**src/rtl/game_pkg.sv**
```systemverilog
// Shared definitions for the game controller, player input and display stages.
// Grid cells are numbered row*GRID_DIM+col, row 0 at the top, col 0 at the left.
package game_pkg;

    localparam logic [1:0] GS_INIT   = 2'b00;
    localparam logic [1:0] GS_PLAY   = 2'b01;
    localparam logic [1:0] GS_FINISH = 2'b10;

    localparam int         GRID_DIM   = 3;
    localparam logic [8:0] BOX_CENTRE = 9'b000010000;

    function automatic logic [8:0] rc_to_box(input logic [1:0] row, input logic [1:0] col);
        logic [3:0] idx;
        idx = 4'(row) * 4'(GRID_DIM) + 4'(col);
        return 9'b1 << idx;
    endfunction

endpackage

```
**src/rtl/btn_conditioner.sv**
```systemverilog
// One raw push-button: 2-flop synchronizer, counter debounce, rising-edge one-pulse.
// A level change is accepted only after DB_CYCLES consecutive disagreeing samples.
module btn_conditioner #(
    parameter int DB_CYCLES = 1000000,
    localparam int CNT_W    = $clog2(DB_CYCLES)
) (
    input  logic clk,
    input  logic rst,
    input  logic raw,
    output logic level,
    output logic pulse
);

    logic             r_s1;
    logic             r_s2;
    logic             r_db;
    logic             r_db_d;
    logic             r_pulse;
    logic [CNT_W-1:0] r_cnt;

    always_ff @(posedge clk or posedge rst) begin
        if (rst) begin
            r_s1    <= 1'b0;
            r_s2    <= 1'b0;
            r_db    <= 1'b0;
            r_db_d  <= 1'b0;
            r_pulse <= 1'b0;
            r_cnt   <= '0;
        end else begin
            r_s1   <= raw;
            r_s2   <= r_s1;
            r_db_d <= r_db;
            // Any sample matching the accepted level restarts the count, rejecting short glitches.
            if (r_s2 == r_db) begin
                r_cnt <= '0;
            end else if (r_cnt == CNT_W'(DB_CYCLES - 1)) begin
                r_db  <= r_s2;
                r_cnt <= '0;
            end else begin
                r_cnt <= r_cnt + 1'b1;
            end
            r_pulse <= r_db & ~r_db_d;
        end
    end

    assign level = r_db;
    assign pulse = r_pulse;

endmodule

```
**src/rtl/player_input.sv**
```systemverilog
// Player input stage: conditions five buttons and tracks the player's 3x3 grid position.
// Moves only in PLAY, re-centres in INIT, freezes in FINISH; start_op passes through in every state.
module player_input
    import game_pkg::*;
#(
    parameter int DB_CYCLES = 1000000
) (
    input  logic       clk,
    input  logic       rst,
    input  logic       btn_up,
    input  logic       btn_down,
    input  logic       btn_left,
    input  logic       btn_right,
    input  logic       btn_start,
    input  logic [1:0] game_state,
    output logic [8:0] box,
    output logic       start_op,
    output logic       move_pulse
);

    localparam logic [1:0] MAX_RC = 2'(GRID_DIM - 1);

    logic [4:0] w_raw;
    logic [4:0] w_pulse;
    logic [3:0] w_dir;
    logic [1:0] w_row_nxt;
    logic [1:0] w_col_nxt;
    logic       w_moved;
    logic [1:0] r_row;
    logic [1:0] r_col;
    logic       r_move;

    // Bit order: 4 up, 3 down, 2 left, 1 right, 0 start.
    assign w_raw = {btn_up, btn_down, btn_left, btn_right, btn_start};

    for (genvar i = 0; i < 5; i++) begin : g_btn
        btn_conditioner #(.DB_CYCLES(DB_CYCLES)) u_cond (
            .clk   (clk),
            .rst   (rst),
            .raw   (w_raw[i]),
            .level (),
            .pulse (w_pulse[i])
        );
    end

    assign w_dir = w_pulse[4:1];

    always_comb begin
        w_row_nxt = r_row;
        w_col_nxt = r_col;
        w_moved   = 1'b0;
        case (game_state)
            GS_INIT: begin
                w_row_nxt = 2'd1;
                w_col_nxt = 2'd1;
            end
            GS_PLAY: begin
                // Simultaneous directions are ambiguous, so only a lone pulse moves the player.
                if ($onehot(w_dir)) begin
                    if (w_dir[3] && r_row != 2'd0)   w_row_nxt = r_row - 2'd1;
                    if (w_dir[2] && r_row != MAX_RC) w_row_nxt = r_row + 2'd1;
                    if (w_dir[1] && r_col != 2'd0)   w_col_nxt = r_col - 2'd1;
                    if (w_dir[0] && r_col != MAX_RC) w_col_nxt = r_col + 2'd1;
                end
                w_moved = (w_row_nxt != r_row) || (w_col_nxt != r_col);
            end
            default: begin
            end
        endcase
    end

    always_ff @(posedge clk or posedge rst) begin
        if (rst) begin
            r_row  <= 2'd1;
            r_col  <= 2'd1;
            r_move <= 1'b0;
        end else begin
            r_row  <= w_row_nxt;
            r_col  <= w_col_nxt;
            r_move <= w_moved;
        end
    end

    assign box        = rc_to_box(r_row, r_col);
    assign start_op   = w_pulse[0];
    assign move_pulse = r_move;

endmodule

```
**config.mk**
```make
export PLATFORM = sky130hd
export DESIGN_NAME = player_input
export DESIGN_NICKNAME = d
export VERILOG_FILES = /design/src/rtl/game_pkg.sv /design/src/rtl/btn_conditioner.sv /design/src/rtl/player_input.sv
export SDC_FILE = /design/constraint.sdc
export NUM_CORES = 1
export LEC_CHECK = 0
export CORE_MARGIN = 10
export CORE_UTILIZATION = 40
export DETAILED_ROUTE_END_ITERATION = 7
export HOLD_SLACK_MARGIN = 0.08
export SYNTH_ARGS = -nofsm -noshare
export SYNTH_HDL_FRONTEND = slang
export SYNTH_HIERARCHICAL = 1
export SYNTH_SLANG_ARGS = --single-unit
```
**constraint.sdc**
```tcl
create_clock -name clk -period 6.13 [get_ports clk]
set_input_delay 1.226 -clock clk [delete_from_list [all_inputs] [get_ports clk]]
set_output_delay 1.226 -clock clk [all_outputs]
set_load 0.05 [all_outputs]
```
==> results.toml <==
[timing]
rsz0062_at_grt = "no"
final_hold_viol_count = 0
whs_ns = 0.349
finalSetupTns_ns = 0
finalMaxSlewViolations = 0
max_slew.worst_pin.slew_ns = 1.05
setup_viol = 0
post-route-min-period_ns = 4.57
finClkSkew_ns = 0.00617
relSlewSlack_pct = 30.0
max_freq_mhz = 219
period_share_pct = 74.5

[place]
placed_cells = 841
hpwl_um = 8560
numPortBuffers = 19
place.gp.congestion = 0.801

[yosys]
synth.most_common_cell = "dfrtp_1"
async_flop_share_pct = 100
syn_inst = 616
ys_warn_count = 6
yosys.cell_types.count = 44
ys_top_cells_by_count = "dfrtp_1 (128), nor2_1 (84), nand2_1 (37), xnor2_1 (36), xor2_1 (36)"
synth_top_area_share_pct = 48.6
ys_seq_area_share_pct = 49.4
synth-edff-count = 0
synthFlopType = "dfrtp_1"
ys_top_cells_by_area = "dfrtp_1 (49%), nor2_1 (4.8%), xnor2_1 (4.8%)"
synth_area_mm2 = 0.00659
synth.net_count = 641
synth_top_area_cell = "dfrtp_1"
avgSynthCellArea_um2 = 10.7
ys_ff_latch = 130

[clock_network]
hold_buffers = 0
htreeDepth = 4
cts_tree = "yes"
numCtsBuffers = 17
clockBufferDepth = 2
clkSlewWorstSetupHoldPaths_ns = 0.06
clk-insertion-delay-late_ns = 0.42
clock-root-buffer = "clkbuf_16"
clock-sinks = 130
ctsResizeCount = 0
cts_setup_buffers = 0

[grt]
grt_pass1_vias = 4652
antenna_found_initial = 0
overflow = 0
groute.usage.overall_pct = 12.1
grt_max_degree = 26
grt_pass1_wl_um = 22200

[floorplanning]
die_area_mm2 = 0.0220
io_pins = 20
rows = 46
die_h_um = 148
start_util_pct = 41.2
core_region_area_mm2 = 0.0160
die_width_um = 148

[run]
maxCapViolCount = 0

[routing]
routed_via_density = 5.35
vias = 4669
antenna_left = 0
drt_iter0_markers = 304
post-route-drc-count = 0
wl_um = 12500
drt-pass1-iter-count = 4
wl_per_cell_um = 14.3

[finish]
final_nets = 669
final_cells = 873
drive_gt1_share_pct = 11.9
area_growth_pct = 15.1
n_antenna_cell = 0

[power]
p_int_w = 0.00157
ir_drop_mv = 0.212
seq_power_share_pct = 43.2
swShare_pct = 23.4
p_leak_nw = 3.21
p_sw_w = 0.000479
power_density_mw_per_mm2 = 269
p_clk_share_pct = 50.8
pwr-share-comb_pct = 6.1

[setup_path]
crit_fanout = 6
required_ns = 4.90
start_kind = "register"
crit_arrival_ns = 3.34
path_class = "reg -> out"
cp-end-kind = "output port"

[run_status]
outcome = "finished clean"

[min_path]
hold_path_class = "reg -> reg"
[per-stage QoR]
stage | setup WS (ns) | util (%) | power (W) | cell area (um2)
floorplan | 1.59 | - | 0.000987 | 6590
global placement | 2.06 | 43.6 | 0.00102 | 6970
detailed placement | 2.00 | 43.6 | 0.00102 | 6970
CTS | 1.53 | 47.4 | 0.00208 | 7590
global route | 1.41 | 47.4 | 0.00214 | 7590
finish | 1.56 | 47.4 | 0.00204 | 7590
[layer usage]
metal  GRT usage (%)  vias to the layer above  wire length, um
met3            3.73                       12              347
met1            14.9                     2348             5860
met5               0                        -                0
li1                -                     2268                -
met4            4.66                        0              142
met2            19.6                       41             6130
[cells in the final DEF, fill, tap and decap left out, drive strengths merged, types with 11 or more instances in the layout]
cell type	instances
clkdlybuf4s50	19
dfrtp	128
nor4b	11
and3	15
inv	22
ha	13
and4	15
nor4	21
clkbuf	18
nor3	14
xnor2	36
nand4	25
nand3	36
or3	12
nor2	84
a21oi	27
nand2	37
xor2	36
[worst paths after layout]
check,from,to,slack [ns],cells past startpoint
worst min register to register,g_btn[1].u_cond/r_s1$_DFF_PP0_,g_btn[1].u_cond/r_s2$_DFF_PP0_,0.35,0
worst max-delay path,r_row[0]$_DFFE_PP1P_,box[4],1.56,6
worst max register to register,g_btn[1].u_cond/pulse$_DFF_PP0_,r_row[0]$_DFFE_PP1P_,3.60,9
worst min-delay path,g_btn[1].u_cond/r_s1$_DFF_PP0_,g_btn[1].u_cond/r_s2$_DFF_PP0_,0.35,0
max in group asynchronous,rst,g_btn[1].u_cond/r_s2$_DFF_PP0_,4.00,2
min in group asynchronous,rst,move_pulse$_DFF_PP0_,1.23,2
[power groups by stage]
| stage | Combinational, W | Sequential, W | Clock [W] |
|---|---|---|---|
| 2_1_floorplan | 0.0000926 | 0.000894 | 0 |
| 3_3_place_gp | 0.000123 | 0.000897 | 0 |
| 3_5_place_dp | 0.000127 | 0.000898 | 0 |
| 4_1_cts | 0.000127 | 0.000882 | 0.00107 |
| 5_1_grt | 0.000137 | 0.000884 | 0.00112 |
| 6_report | 0.000124 | 0.000882 | 0.00104 |
[critical path, stage by stage, from the launching register on]
cell and delay, ns:
dfstp_2 0.57, fa_1 0.40, ha_1 0.22, fa_1 0.60
nand2b_1 0.14, nor3_1 0.15, clkdlybuf4s50_1 0.84
[flip-flops by register name (all words and copies together), names as in the netlist]
name	cells
g_btn.u_cond/level	5
g_btn.u_cond/pulse	5
g_btn.u_cond/r_cnt	100
g_btn.u_cond/r_db_d	5
g_btn.u_cond/r_s1	5
g_btn.u_cond/r_s2	5
move_pulse	1
r_col	2
r_row	2
[logic make-up after synthesis]
| logic type | after synthesis | synth area share [%] |
|---|---|---|
| AOI/OAI and AO/OA | 59 | 7.08 |
| xor gates and xnor gates | 72 | 9.57 |
| adders and majority gates | 16 | 3.38 |
| buffers and inverters | 30 | 2.37 |
| DFF | 130 | 49.4 |
| muxes | 10 | 1.61 |
| and+or+nand+nor | 299 | 26.6 |
[final cells by class]
class | instances | area (um2)
Inverter | 20 | 75.1
Clock buffer | 18 | 439
Clock inverter | 14 | 180
Timing Repair Buffer | 19 | 190
Tap cell | 216 | 270
Fill cell | 1510 | 8410
Sequential cell | 130 | 3260
Multi-Input combinational cell | 456 | 3180
(Power assumes the default switching activity.)
